**config.mk**
```make
export PLATFORM = sky130hd
export DESIGN_NAME = rd_empty_fwft_flat
export DESIGN_NICKNAME = d
export VERILOG_FILES = /design/src/rtl/rd_empty_fwft_pkg.sv /design/src/rtl/rd_empty_fwft_if.sv /design/src/rtl/rd_empty_fwft_ptr_sync.sv /design/src/rtl/rd_empty_fwft.sv /design/src/flat_wrapper.sv
export SDC_FILE = /design/constraint.sdc
export NUM_CORES = 1
export LEC_CHECK = 0
export ABC_AREA = 1
export ABC_CLOCK_PERIOD_IN_PS = 3400
export BUFFER_PORTS_ARGS = -buffer_cell sky130_fd_sc_hd__buf_2
export CORE_UTILIZATION = 50
export DETAILED_ROUTE_END_ITERATION = 10
export PLACE_DENSITY = 0.84
export SYNTH_ARGS = -nofsm -noshare
export SYNTH_HDL_FRONTEND = slang
export SYNTH_HIERARCHICAL = 1
export SYNTH_SLANG_ARGS = --single-unit
```
**constraint.sdc**
```tcl
create_clock -name rd_clk -period 3.4 [get_ports rd_clk]
set_input_delay 0.17 -clock rd_clk [delete_from_list [all_inputs] [get_ports rd_clk]]
set_output_delay 0.17 -clock rd_clk [all_outputs]
set_load 0.01 [all_outputs]
```
**src/rtl/rd_empty_fwft_pkg.sv**
```systemverilog
// Shared FIFO helpers: Gray/binary pointer conversion used by both the
// read-side empty logic and the write-side full logic.
package fifo_pkg;

  localparam int FIFO_PTR_WIDTH = 8;
  localparam int DATA_DEPTH     = 1 << FIFO_PTR_WIDTH;

  // Conversions run on a wide word; callers size-cast to their pointer width,
  // which is exact because leading zeros map to leading zeros both ways.
  localparam int MAX_PTR_BITS = 32;
  typedef logic [MAX_PTR_BITS-1:0] ptr_word_t;

  function automatic ptr_word_t bin2gray(input ptr_word_t b);
    return b ^ (b >> 1);
  endfunction

  function automatic ptr_word_t gray2bin(input ptr_word_t g);
    ptr_word_t b;
    b[MAX_PTR_BITS-1] = g[MAX_PTR_BITS-1];
    for (int i = MAX_PTR_BITS - 2; i >= 0; i--) begin
      b[i] = b[i+1] ^ g[i];
    end
    return b;
  endfunction

endpackage

```
**src/rtl/rd_empty_fwft_if.sv**
```systemverilog
// Consumer-facing FWFT read port: pop request plus head-of-queue data and status.
interface rd_empty_fwft_if
  import fifo_pkg::*;
#(
  parameter int DATA_WIDTH = 16,
  parameter int PTR_WIDTH  = FIFO_PTR_WIDTH
);
  logic                  rd_en;
  logic [DATA_WIDTH-1:0] dout;
  logic                  dout_valid;
  logic                  empty;
  logic                  almost_empty;
  logic [PTR_WIDTH+1:0]  rd_level;

  // master: the FIFO read side; slave: the consumer
  modport master (
    input  rd_en,
    output dout, dout_valid, empty, almost_empty, rd_level
  );

  modport slave (
    output rd_en,
    input  dout, dout_valid, empty, almost_empty, rd_level
  );
endinterface

```
**src/rtl/rd_empty_fwft_ptr_sync.sv**
```systemverilog
// Multi-flop synchronizer for a Gray-coded pointer crossing into this clock domain.
module ptr_sync #(
  parameter int WIDTH  = 9,
  parameter int STAGES = 2
) (
  input  logic             clk,
  input  logic             rst,
  input  logic [WIDTH-1:0] d,
  output logic [WIDTH-1:0] q
);

  logic [STAGES-1:0][WIDTH-1:0] sync_reg;

  always_ff @(posedge clk or posedge rst) begin
    if (rst) begin
      sync_reg <= '0;
    end else begin
      sync_reg <= {sync_reg[STAGES-2:0], d};
    end
  end

  assign q = sync_reg[STAGES-1];

endmodule

```
**src/rtl/rd_empty_fwft.sv**
```systemverilog
// Async FIFO read side: synchronizes the write pointer, fetches from a 1-cycle
// latency memory and presents first-word-fall-through data via out + skid registers.
module rd_empty_fwft
  import fifo_pkg::*;
#(
  parameter int DATA_WIDTH       = 16,
  parameter int PTR_WIDTH        = 8,
  parameter int ALMOST_EMPTY_GAP = 3,
  parameter int SYNC_STAGES      = 2
) (
  input  logic                  rd_clk,
  input  logic                  rd_rst,
  input  logic [PTR_WIDTH:0]    w_ptr_gray,
  input  logic [DATA_WIDTH-1:0] mem_rd_data,
  output logic                  mem_rd_en,
  output logic [PTR_WIDTH-1:0]  rd_addr,
  output logic [PTR_WIDTH:0]    rd_ptr_gray,
  rd_empty_fwft_if.master       rd_if
);

  localparam int PW = PTR_WIDTH + 1;
  localparam int LW = PTR_WIDTH + 2;

  logic [PTR_WIDTH:0]    w2r_gray, w2r_bin, mem_level;
  logic [PTR_WIDTH:0]    rd_ptr_reg, rd_ptr_next, rd_ptr_gray_reg;
  logic                  out_vld_reg, out_vld_next;
  logic                  skid_vld_reg, skid_vld_next;
  logic                  inflight_reg;
  logic [DATA_WIDTH-1:0] out_q_reg, out_q_next;
  logic [DATA_WIDTH-1:0] skid_q_reg, skid_q_next;
  logic                  pop, mem_empty, out_free;
  logic [1:0]            occ;
  logic [LW-1:0]         level;

  ptr_sync #(.WIDTH(PW), .STAGES(SYNC_STAGES)) u_w2r_sync (
    .clk (rd_clk),
    .rst (rd_rst),
    .d   (w_ptr_gray),
    .q   (w2r_gray)
  );

  assign w2r_bin   = PW'(gray2bin(ptr_word_t'(w2r_gray)));
  assign mem_empty = (rd_ptr_gray_reg == w2r_gray);
  assign mem_level = w2r_bin - rd_ptr_reg;

  assign pop      = rd_if.rd_en & out_vld_reg;
  assign out_free = ~out_vld_reg | pop;
  assign occ      = 2'(out_vld_reg) + 2'(skid_vld_reg) + 2'(inflight_reg);

  // Never let out + skid + in-flight exceed two words after this cycle's pop.
  assign mem_rd_en   = ~mem_empty & ((occ - 2'(pop)) < 2'd2);
  assign rd_ptr_next = rd_ptr_reg + PW'(mem_rd_en);

  always_comb begin
    out_vld_next  = out_vld_reg;
    out_q_next    = out_q_reg;
    skid_vld_next = skid_vld_reg;
    skid_q_next   = skid_q_reg;
    if (out_free) begin
      if (skid_vld_reg) begin
        // Older skid word goes first; an arriving word takes its place.
        out_vld_next  = 1'b1;
        out_q_next    = skid_q_reg;
        skid_vld_next = inflight_reg;
        if (inflight_reg) begin
          skid_q_next = mem_rd_data;
        end
      end else if (inflight_reg) begin
        out_vld_next = 1'b1;
        out_q_next   = mem_rd_data;
      end else begin
        out_vld_next = 1'b0;
      end
    end else if (inflight_reg) begin
      skid_vld_next = 1'b1;
      skid_q_next   = mem_rd_data;
    end
  end

  always_ff @(posedge rd_clk or posedge rd_rst) begin
    if (rd_rst) begin
      rd_ptr_reg      <= '0;
      rd_ptr_gray_reg <= '0;
      out_vld_reg     <= 1'b0;
      skid_vld_reg    <= 1'b0;
      inflight_reg    <= 1'b0;
      out_q_reg       <= '0;
      skid_q_reg      <= '0;
    end else begin
      rd_ptr_reg      <= rd_ptr_next;
      // Gray taken from the next binary value so it stays aligned with rd_ptr_reg.
      rd_ptr_gray_reg <= PW'(bin2gray(ptr_word_t'(rd_ptr_next)));
      out_vld_reg     <= out_vld_next;
      skid_vld_reg    <= skid_vld_next;
      inflight_reg    <= mem_rd_en;
      out_q_reg       <= out_q_next;
      skid_q_reg      <= skid_q_next;
    end
  end

  assign level       = LW'(mem_level) + LW'(occ);
  assign rd_addr     = rd_ptr_reg[PTR_WIDTH-1:0];
  assign rd_ptr_gray = rd_ptr_gray_reg;

  assign rd_if.dout         = out_q_reg;
  assign rd_if.dout_valid   = out_vld_reg;
  assign rd_if.empty        = ~out_vld_reg;
  assign rd_if.rd_level     = level;
  assign rd_if.almost_empty = (level <= LW'(ALMOST_EMPTY_GAP));

endmodule

```
**src/flat_wrapper.sv**
```systemverilog
// flat-port wrapper written by rule: the top's interface ports become plain ports
module rd_empty_fwft_flat import fifo_pkg::*;
#(
  parameter int DATA_WIDTH       = 16,
  parameter int PTR_WIDTH        = 8,
  parameter int ALMOST_EMPTY_GAP = 3,
  parameter int SYNC_STAGES      = 2
)
  (rd_clk, rd_rst, w_ptr_gray, mem_rd_data, mem_rd_en, rd_addr, rd_ptr_gray, rd_if_rd_en, rd_if_dout, rd_if_dout_valid, rd_if_empty, rd_if_almost_empty, rd_if_rd_level);
  rd_empty_fwft_if #(.DATA_WIDTH(DATA_WIDTH), .PTR_WIDTH(PTR_WIDTH)) rd_if_i ();
  input  logic rd_clk;
  input  logic rd_rst;
  input  logic [PTR_WIDTH:0] w_ptr_gray;
  input  logic [DATA_WIDTH-1:0] mem_rd_data;
  output logic mem_rd_en;
  output logic [PTR_WIDTH-1:0] rd_addr;
  output logic [PTR_WIDTH:0] rd_ptr_gray;
  input wire logic [$bits(rd_if_i.rd_en)-1:0] rd_if_rd_en;
  output wire logic [$bits(rd_if_i.dout)-1:0] rd_if_dout;
  output wire logic [$bits(rd_if_i.dout_valid)-1:0] rd_if_dout_valid;
  output wire logic [$bits(rd_if_i.empty)-1:0] rd_if_empty;
  output wire logic [$bits(rd_if_i.almost_empty)-1:0] rd_if_almost_empty;
  output wire logic [$bits(rd_if_i.rd_level)-1:0] rd_if_rd_level;
  assign rd_if_i.rd_en = rd_if_rd_en;
  assign rd_if_dout = rd_if_i.dout;
  assign rd_if_dout_valid = rd_if_i.dout_valid;
  assign rd_if_empty = rd_if_i.empty;
  assign rd_if_almost_empty = rd_if_i.almost_empty;
  assign rd_if_rd_level = rd_if_i.rd_level;
  rd_empty_fwft #(.DATA_WIDTH(DATA_WIDTH), .PTR_WIDTH(PTR_WIDTH), .ALMOST_EMPTY_GAP(ALMOST_EMPTY_GAP), .SYNC_STAGES(SYNC_STAGES)) u_core (.rd_clk(rd_clk), .rd_rst(rd_rst), .w_ptr_gray(w_ptr_gray), .mem_rd_data(mem_rd_data), .mem_rd_en(mem_rd_en), .rd_addr(rd_addr), .rd_ptr_gray(rd_ptr_gray), .rd_if(rd_if_i));
endmodule
```
# Yosys cells after proc, flatten, opt, wreduce, memory -nomap -nowiden
# Cells that the tools add are included.
# op_classes
add_sub_neg	6
magnitude_cmp	2
eq_ne	2
n_mux	10
bitwise	14
reduce_logical	3
# op_table
op	n
2-to-1 mux 16 bit	5
adder 9 x 2 -> 10 bit	1
less-or-equal comparator 10 x 2 -> 1 bit, second input constant	1
adder 9 x 1 -> 9 bit	1
equality test 9 bit	1
subtractor 9 bit	1
bitwise XOR 9 x 8 -> 9 bit	1
bitwise XOR 1 bit	8
2-to-1 mux 1 bit	5
nonzero test 2 bit	2
adder 1 x 1 -> 2 bit	1
adder 2 x 1 -> 2 bit	1
bitwise AND 1 bit	2
< comparator 2 bit, second input constant	1
inequality test 2 x 1 -> 1 bit, second input constant	1
NOT 1 bit	2
AND reduction 2 bit	1
subtractor 2 x 1 -> 2 bit	1
bitwise OR 1 bit	1
# totals
ff_bits	71
output_inout_bits	47
elab_cells	46

# Longest topological paths before layout
# Gate-level depths: netlist of run 1.
# depth
word_depth	11
mapped_depth	29

# Hierarchy
# The synthesis of run 1 kept the hierarchy.
# by_module_without_submodules
module	instances	cells_each	area_each_um2	seq_area_each_um2
rd_empty_fwft	1	379	3125.5	1301.2
ptr_sync	1	28	521.8	450.4

# Worst setup path before layout of run 1
# OpenSTA, ideal clock, no wires.
# synth_timing
kind	flip-flop to output port
from	register u_core.u_w2r_sync.sync_reg, in the netlist u_core/u_w2r_sync/q[8]
to	output port rd_if_almost_empty
t_arrival_ps	3320
setup_slack_ps	-90
path_stages_with_launch	26
n_path_buf	1
path_cell_list	dfrtp_1 buf_4 inv_1 nand2_1 nand3_1 nand2_1 nand2_1 nand3_2 nand3_1 nand3_2 nand2_1 nand2_1 nand3_1 nand2_1 ha_1 inv_1 fa_1 fa_1 or2_0 nand2_1 nand3_1 nor2_1 nand2_1 nor2_2 nand3_1 nor2_1
# synth_between
elab_chain_len	11
# synth_rtl
element	line	rtl
start: declaration	rd_empty_fwft_ptr_sync.sv:12	logic [STAGES-1:0][WIDTH-1:0] sync_reg;
start signal: assignment	rd_empty_fwft_ptr_sync.sv:18	sync_reg <= {sync_reg[STAGES-2:0], d};
bitwise XOR 1 bit (8 in a row)	rd_empty_fwft_pkg.sv:21	b[i] = b[i+1] ^ g[i];
subtractor 9 bit (*)	rd_empty_fwft.sv:44	assign mem_level = w2r_bin - rd_ptr_reg;
adder 9 x 2 -> 10 bit (*)	rd_empty_fwft.sv:101	assign level = LW'(mem_level) + LW'(occ);
less-or-equal comparator 10 x 2 -> 1 bit (*)	rd_empty_fwft.sv:109	assign rd_if.almost_empty = (level <= LW'(ALMOST_EMPTY_GAP));
end: declaration	flat_wrapper.sv:22	output wire logic [$bits(rd_if_i.almost_empty)-1:0] rd_if_almost_empty;
# Every way passes the cells marked *; elsewhere a longest branch is shown, timed or not.

# Worst setup path in the final report of run 1
# layout_timing
from	register u_core.u_w2r_sync.sync_reg, in the netlist u_core/u_w2r_sync/q[7]
to	output port rd_if_almost_empty
# layout_between
elab_chain_len	11
# layout_rtl
element	line
bitwise XOR 1 bit (*)	rd_empty_fwft_pkg.sv:21
bitwise XOR 1 bit (7 in a row)	rd_empty_fwft_pkg.sv:21
subtractor 9 bit (*)	rd_empty_fwft.sv:44
adder 9 x 2 -> 10 bit (*)	rd_empty_fwft.sv:101
less-or-equal comparator 10 x 2 -> 1 bit (*)	rd_empty_fwft.sv:109
# Marked as above.

==> run summary, run 1 <==
status: finished, violations left
failing checks: setup timing
Crit-path slowest cell: fa_1
commonest non-fill, non-tap cells in the layout: 78 x nand2_1, 68 x buf_2, 68 x dfrtp_1
RSZ-0062 raised after global routing: true
Worst EP arrival: 3.98 ns
area delta synth->final: 33.7%
type of the tightest min-delay check: input port to register
Post-Place Worst Slack: -0.336 ns
Hold WS: 0.0800 ns
Detail Route Antenna Nets: 0
setup clock skew after layout: 0.0104 ns
Routed WL per cell: 14.2 µm
r2r endpoint: u_core/rd_ptr_gray[6]
Max Clock Freq: 0.241 GHz
Post-Syn Area: 0.00365 mm²
CTS root buffer: clkbuf_8
Initial Util: 0.528
largest net degree at the start of global routing: 53
antenna violations before repair: 0
total placed cells including tap cells: 575
relative slew slack: 0.285
GRT overflow: 0
n_diodes: 0
Final WS setup: -0.753 ns
die width: 87.4 µm
Post-synth EDFFs: 0
Cell Count, Final, Fillers Out: 613
hold endpoint: u_core/skid_q_reg[10]
# nets final: 556
CTS H-tree lvls: 3
worst endpoint required time: 3.23 ns
clk sinks: 70
power per cell area: 1070 mW/mm²
Post-Place Cell Area: 0.00420 mm²
post-layout instance area: 0.00488 mm²
DR iter-0 viols: 211
Post-synth ARST share: 1.00
Yosys cell types: 32
I/O Pins: 75
post-synthesis sequential area ratio: 0.480
Crit. Startpoint: u_core/u_w2r_sync/q[7]
die height: 87.4 µm
startpoint types: register
top_reg_cell synth: dfrtp_1
clock slew at reported path FFs: 0.07 ns
max cap viols: 0
CP endpoint kind: output pin
TritonCTS clock tree: yes
Clock Path Buffers: 2
layout cells sized above 1: 0.393
hpwl dp: 5650 µm
Synth Area per Inst: 8.96 µm²
Critical R2R Launch: u_core/rd_if.dout_valid
final setup vio count: 10
static leakage: 2.49 nW
Worst Path Class, Setup: register to output pin
All-Layer GR Usage: 0.221
FP Rows: 30
R2R cell count: 13
PortBufs: 74
CP max FO: 4
Worst VDD drop: 0.557 mV
Pre-antenna DRT Iters: 7
hold depth: 2
Synth Register Bits: 70
HP Start: mem_rd_data[10]
clock latency on the worst-skew pair: 0.34 ns
R2R Setup Slk: 0.40 ns
Placer Congestion: 0.882
Slew Limit Fails: 0
Mapped Nets: 451
vias per cell: 5.04
Tmin final: 4.15 ns
Ys Warns: 6
# DRC: 0
clock buffer count from CTS: 9
most common cell after layout, fill and taps aside: nand2_1
Fin. Hold Viols: 0
vias in the first global route: 2897
Final period util: 1.22
core outline area: 0.00691 mm²
first-pass GRT wire length: 12800 µm
slowest stage delay, CP: 0.50 ns
final WL: 8700 µm
Top cell by count, worst path: nand2_4
die area: 0.00764 mm²
slew at the pin closest to its max-slew limit: 1.07 ns
Post-Syn Instances: 407
DR vias: 3090
synthesized netlist by cell type, types with 8 or more instances:
| library cell | instances | area, µm² |
|---|---|---|
| inv_1 | 49 | 184 |
| a31oi_1 | 16 | 100 |
| buf_4 | 9 | 67.6 |
| xor2_1 | 15 | 131 |
| nor2_1 | 28 | 105 |
| ha_1 | 13 | 163 |
| xnor2_1 | 8 | 70.1 |
| mux2_2 | 16 | 180 |
| dfrtp_1 | 70 | 1750 |
| nand3_1 | 28 | 140 |
| nand2_1 | 101 | 379 |
logic make-up (layout without fill, tap and decap cells):
group           Yosys count  after routing  share of synthesized area
simple gates            181            181                      0.219
buf+inv                  70            180                     0.0820
compound gates           31             31                     0.0532
fa+ha+maj                16             16                     0.0611
xor+xnor                 23             23                     0.0552
mux                      16             16                     0.0494
flops                    70             70                      0.480
per-stage QoR:
stage          setup TNS, ns  power, mW   util
2_1_floorplan       -0.00617       3.23      -
3_3_place_gp          -0.205       4.01  0.607
3_5_place_dp          -0.928       4.11  0.607
4_1_cts                -2.90       4.99  0.679
5_1_grt                -6.07       5.59  0.706
6_report               -4.19       5.19  0.706
worst max-delay path: cells and delay by family (launching register included):
family,cells,cell delay (ns)
and+or+nand+nor,21,1.75
buffers and inverters,4,0.30
adders and majority gates,3,0.96
DFF,1,0.45
AOI/OAI and AO/OA,1,0.18
report_power, final:
part / internal (mW) / leakage (nW) / switching, mW / total, mW
registers: 1.17 / 0.814 / 0.222 / 1.39
logic: 1.39 / 1.57 / 1.74 / 3.12
clock network: 0.379 / 0.106 / 0.298 / 0.677
per-layer routing:
| metal | up-vias | share of wire | GRT usage |
|---|---|---|---|
| li1 | 1506 | - | - |
| met1 | 1443 | 0.41 | 0.273 |
| met2 | 110 | 0.51 | 0.371 |
| met3 | 31 | 0.043 | 0.0455 |
| met4 | 0 | 0.031 | 0.107 |
| met5 | - | 0 | 0 |
repair_timing:
item                                   CTS  global route
resized for setup                       26            36
setup endpoints to repair               10            10
endpoints found under the hold margin   27             0
pin swaps                               23            25
buffers inserted                        10             2
hold buffers                            10             0
cell type report:
| cell class | count | area (µm²) |
|---|---|---|
| fillers | 496 | 2030 |
| multi-input cells | 267 | 1880 |
| flip-flops and latches | 70 | 1750 |
| repair buffers | 111 | 714 |
| inverters | 53 | 199 |
| clock buffers | 11 | 151 |
| well taps | 96 | 120 |
| clock inverters | 5 | 56.3 |
worst max-delay path by stage:
stage | slack, ns | to
after floorplan | -0.006 | rd_if_almost_empty
after global placement | -0.15 | rd_if_almost_empty
after detailed placement | -0.34 | rd_if_almost_empty
after CTS | -0.61 | rd_if_almost_empty
after global routing | -0.95 | rd_if_almost_empty
final | -0.75 | rd_if_almost_empty
Power figures use the tool's default switching activity.
==> run 2, diff against run 1 <==
--- a/config.mk
+++ b/config.mk
@@ -6,11 +6,11 @@
 export NUM_CORES = 1
 export LEC_CHECK = 0
 export ABC_AREA = 1
-export ABC_CLOCK_PERIOD_IN_PS = 3400
+export ABC_CLOCK_PERIOD_IN_PS = 4800
 export BUFFER_PORTS_ARGS = -buffer_cell sky130_fd_sc_hd__buf_2
-export CORE_UTILIZATION = 50
+export CORE_UTILIZATION = 59
 export DETAILED_ROUTE_END_ITERATION = 10
-export PLACE_DENSITY = 0.84
+export PLACE_DENSITY_LB_ADDON = 0.12
 export SYNTH_ARGS = -nofsm -noshare
 export SYNTH_HDL_FRONTEND = slang
 export SYNTH_HIERARCHICAL = 1
==> constraint.sdc (replaced) <==
create_clock -name rd_clk -period 4.8 [get_ports rd_clk]
set_input_delay 0.24 -clock rd_clk [delete_from_list [all_inputs] [get_ports rd_clk]]
set_output_delay 0.24 -clock rd_clk [all_outputs]
set_load 0.01 [all_outputs]
==> run summary, run 2 (synthesis gave the netlist of run 1 again) <==
HP Start: mem_rd_data[11]
FP Rows: 28
Initial Util: 0.612
CP max FO: 4
Worst VDD drop: 0.500 mV
All-Layer GR Usage: 0.232
CTS root buffer: clkbuf_8
vias per cell: 5.01
max cap viols: 0
worst endpoint required time: 4.56 ns
Clock Path Buffers: 2
clock latency on the worst-skew pair: 0.34 ns
type of the tightest min-delay check: input port to register
post-layout instance area: 0.00432 mm²
r2r endpoint: u_core/rd_ptr_gray[6]
RSZ-0062 raised after global routing: false
DR vias: 2834
Worst Path Class, Setup: register to output pin
Slew Limit Fails: 0
setup clock skew after layout: 0.00601 ns
slew at the pin closest to its max-slew limit: 1.07 ns
Final period util: 0.869
slowest stage delay, CP: 0.45 ns
# nets final: 530
clk sinks: 70
power per cell area: 740 mW/mm²
CTS-repair resized insts: 0
first-pass GRT wire length: 11200 µm
CP endpoint kind: output pin
DR iter-0 viols: 108
Worst EP arrival: 3.93 ns
core outline area: 0.00596 mm²
Crit-path slowest cell: fa_1
Critical R2R Launch: u_core/skid_vld_reg
# DRC: 0
Tmin final: 4.17 ns
Post-Place Worst Slack: 0.975 ns
commonest non-fill, non-tap cells in the layout: 101 x nand2_1, 74 x buf_2, 70 x dfrtp_1
R2R cell count: 13
antenna violations before repair: 0
clock buffer count from CTS: 9
hold depth: 2
Pre-antenna DRT Iters: 5
Fin. Hold Viols: 0
static leakage: 2.27 nW
I/O Pins: 75
hold_buf cts: 10
status: completed
Post-CTS Setup Inserts: 0
layout cells sized above 1: 0.261
fill count: 485
final setup TNS: 0 ns
n_diodes: 0
Detail Route Antenna Nets: 0
most common cell after layout, fill and taps aside: nand2_1
Placer Congestion: 0.879
CTS H-tree lvls: 3
R2R Setup Slk: 1.01 ns
die width: 80.6 µm
Top cell by count, worst path: nand2_1
Final WS setup: 0.628 ns
hold endpoint: u_core/skid_q_reg[11]
fin util: 0.726
hpwl dp: 5050 µm
die area: 0.00650 mm²
Routed WL per cell: 11.9 µm
vias in the first global route: 2572
PortBufs: 74
Max Clock Freq: 0.240 GHz
final WL: 6720 µm
startpoint types: register
Post-Place Cell Area: 0.00402 mm²
die height: 80.6 µm
relative slew slack: 0.288
clock slew at reported path FFs: 0.07 ns
Hold WS: 0.145 ns
GRT overflow: 0
area delta synth->final: 18.5%
TritonCTS clock tree: yes
final setup vio count: 0
largest net degree at the start of global routing: 53
[run 2: cell types whose count changed in the layout (fill, tap and decap cells not counted), sizes merged]
| cell | change |
|---|---|
| inv | -1 |
| clkinv | +2 |
| buf | -26 |
| clkbuf | -1 |
[run 2: layout make-up]
class | instances | area [µm²] | share of cell area
timing repair buffer | 85 | 478 | 0.111
tap | 75 | 93.8 | 0.0217
clock inverter | 6 | 61.3 | 0.0142
inverter | 53 | 199 | 0.0460
multi-input combinational | 267 | 1600 | 0.370
sequential | 70 | 1750 | 0.405
clock buffer | 10 | 138 | 0.0318
[run 2: per-layer routing]
metal | vias to the layer above | GRT usage | part of all wire
met3 | 13 | 0.0545 | 0.042
met4 | 0 | 0.102 | 0.019
met5 | - | 0 | 0
met2 | 72 | 0.364 | 0.47
met1 | 1283 | 0.306 | 0.46
li1 | 1466 | - | -
[run 2: worst max-delay path: cells and delay by family (launching register included)]
family	cells	cell delay, ns
and+or+nand+nor	21	1.82
buffers and inverters	4	0.33
adders and majority gates	3	0.93
AOI/OAI and AO/OA	1	0.07
DFF	1	0.42
[run 2: how the worst max path moves through the flow]
stage / from / to / slack (ns)
detailed placement: u_core/u_w2r_sync/q[7] / rd_if_almost_empty / 0.97
CTS: u_core/u_w2r_sync/q[7] / rd_if_almost_empty / 0.59
floorplan: u_core/u_w2r_sync/q[8] / rd_if_almost_empty / 1.24
global route: u_core/u_w2r_sync/q[7] / rd_if_almost_empty / 0.1
finish: u_core/u_w2r_sync/q[7] / rd_if_almost_empty / 0.63
global placement: u_core/u_w2r_sync/q[7] / rd_if_almost_empty / 1.07
[run 2: report_power, final]
group / switching (mW) / internal, mW
Combinational: 1.02 / 0.723
Clock: 0.213 / 0.252
Sequential: 0.165 / 0.830
[run 2: per-stage QoR]
stage,power [mW],instances
after global routing,3.53,566
after CTS,3.23,566
after global placement,2.70,540
final,3.20,566
after floorplan,2.26,407
after detailed placement,2.75,540
==> run 3, diff against run 2 <==
--- a/config.mk
+++ b/config.mk
@@ -10,7 +10,7 @@
 export BUFFER_PORTS_ARGS = -buffer_cell sky130_fd_sc_hd__buf_2
 export CORE_UTILIZATION = 59
 export DETAILED_ROUTE_END_ITERATION = 10
-export PLACE_DENSITY_LB_ADDON = 0.12
+export PLACE_DENSITY = 0.85
 export SYNTH_ARGS = -nofsm -noshare
 export SYNTH_HDL_FRONTEND = slang
 export SYNTH_HIERARCHICAL = 1
==> run summary, run 3 (synthesis gave the netlist of run 1 again) <==
most common cell after layout, fill and taps aside: nand2_1
status: finished, violations left
CP endpoint kind: output pin
Hold WS: -0.00444 ns
PortBufs: 74
met3 routed WL: 408 µm
type of the tightest min-delay check: input port to asynchronous set/reset pin
Top cell by count, worst path: nand2_1
total placed cells including tap cells: 541
internal power: 1.86 mW
Final WS setup: 0.460 ns
Cell Count, Final, Fillers Out: 564
final WL: 7580 µm
FP Rows: 28
CTS-repair resized insts: 0
Placer Congestion: 0.852
clock slew at reported path FFs: 0.07 ns
GRT overflow: 0
All-Layer GR Usage: 0.251
n_diodes: 0
Final period util: 0.904
switch share: 0.435
setup clock skew after layout: 0.00758 ns
Worst Path Class, Setup: register to output pin
# nets final: 530
delay-heaviest family, CP: simple AND/OR/NAND/NOR gates
failing checks: hold timing
final setup TNS: 0 ns
clock power share: 0.153
CTS root buffer: clkbuf_8
Initial Util: 0.612
top sig layer: met4
Pre-antenna DRT Iters: 5
die height: 80.6 µm
startpoint types: register
I/O Pins: 75
Fin. Hold Viols: 6
Tmin final: 4.34 ns
layout cells sized above 1: 0.260
slew at the pin closest to its max-slew limit: 1.07 ns
final setup vio count: 0
die area: 0.00650 mm²
M1 wire length: 3260 µm
Clock Path Buffers: 2
Buf+Inv Stages, Crit Path: 4
Comb power frac: 0.550
clock buffer count from CTS: 9
worst endpoint required time: 4.56 ns
Worst EP arrival: 4.10 ns
DR vias: 2983
Slew Limit Fails: 0
antenna violations before repair: 0
relative slew slack: 0.285
vias per cell: 5.29
Post-Place Worst Slack: 0.913 ns
largest net degree at the start of global routing: 53
Crit-path slowest cell: fa_1
slowest stage delay, CP: 0.45 ns
Detail Route Antenna Nets: 0
RSZ-0062 raised after global routing: false
CTS H-tree lvls: 3
Post-CTS Setup Inserts: 0
routed wl met2: 3780 µm
fill count: 460
CP max FO: 4
max cap viols: 0
Max Clock Freq: 0.230 GHz
core outline area: 0.00596 mm²
power per cell area: 761 mW/mm²
TritonCTS clock tree: yes
P_sw: 1.43 mW
hpwl dp: 5460 µm
clk sinks: 70
static leakage: 2.27 nW
first-pass GRT wire length: 12000 µm
commonest non-fill, non-tap cells in the layout: 101 x nand2_1, 74 x buf_2, 70 x dfrtp_1
Worst VDD drop: 0.588 mV
area delta synth->final: 18.7%
Routed WL per cell: 13.4 µm
DR iter-0 viols: 294
# DRC: 0
hold_buf cts: 6
die width: 80.6 µm
vias in the first global route: 2721
clock latency on the worst-skew pair: 0.34 ns
Seq pwr share: 0.296
[run 3: worst reg2reg max path, delay by kind of cell, from the launching register on]
family | cells | cell delay (ns)
fa+ha+maj | 3 | 1.04
xor+xnor | 3 | 0.47
simple gates | 5 | 0.74
flops | 1 | 0.36
buf+inv | 3 | 0.86
[run 3: power groups by stage]
stage          sequential, mW  combinational (mW)  clock [mW]
2_1_floorplan            1.02                1.24           0
3_3_place_gp            0.970                1.73           0
3_5_place_dp            0.985                1.79           0
4_1_cts                 0.976                1.81       0.511
5_1_grt                  1.00                2.03       0.540
6_report                0.977                1.81       0.505
[run 3: area by class of cell]
class | instances | area (µm²) | share of cell area
clock buffer | 10 | 138 | 0.0318
timing repair buffer | 85 | 475 | 0.110
tap | 75 | 93.8 | 0.0217
inverter | 53 | 199 | 0.0459
sequential | 70 | 1750 | 0.405
clock inverter | 4 | 72.6 | 0.0168
multi-input combinational | 267 | 1600 | 0.370
[run 3: layer usage]
metal	vias up	GRT usage
met5	-	0
met2	93	0.408
met3	15	0.0636
met1	1418	0.320
met4	0	0.100
li1	1457	-
[run 3: metrics by stage]
stage | instance area (µm²) | power (mW) | util
after CTS | 4300 | 3.30 | 0.722
final | 4330 | 3.30 | 0.727
after detailed placement | 4030 | 2.78 | 0.677
after global routing | 4330 | 3.57 | 0.727
after global placement | 4030 | 2.70 | 0.677
after floorplan | 3650 | 2.26 | -
[run 3: path summary, 6_finish.rpt]
path | from | to | slack, ns | cells past startpoint
worst min-delay path | rd_rst | u_core/u_w2r_sync/q[8] | -0.004 | 2
worst min register to register | u_core/u_w2r_sync/sync_reg[4] | u_core/u_w2r_sync/q[4] | 0.35 | 0
worst max register to register | u_core/skid_vld_reg | u_core/rd_ptr_gray[6] | 1.21 | 14
worst max-delay path | u_core/u_w2r_sync/q[8] | rd_if_almost_empty | 0.46 | 29
min in group rd_clk | mem_rd_data[7] | u_core/skid_q_reg[7] | 0.15 | 2
max in group asynchronous | rd_rst | u_core/rd_if.dout[11] | 3.96 | 2
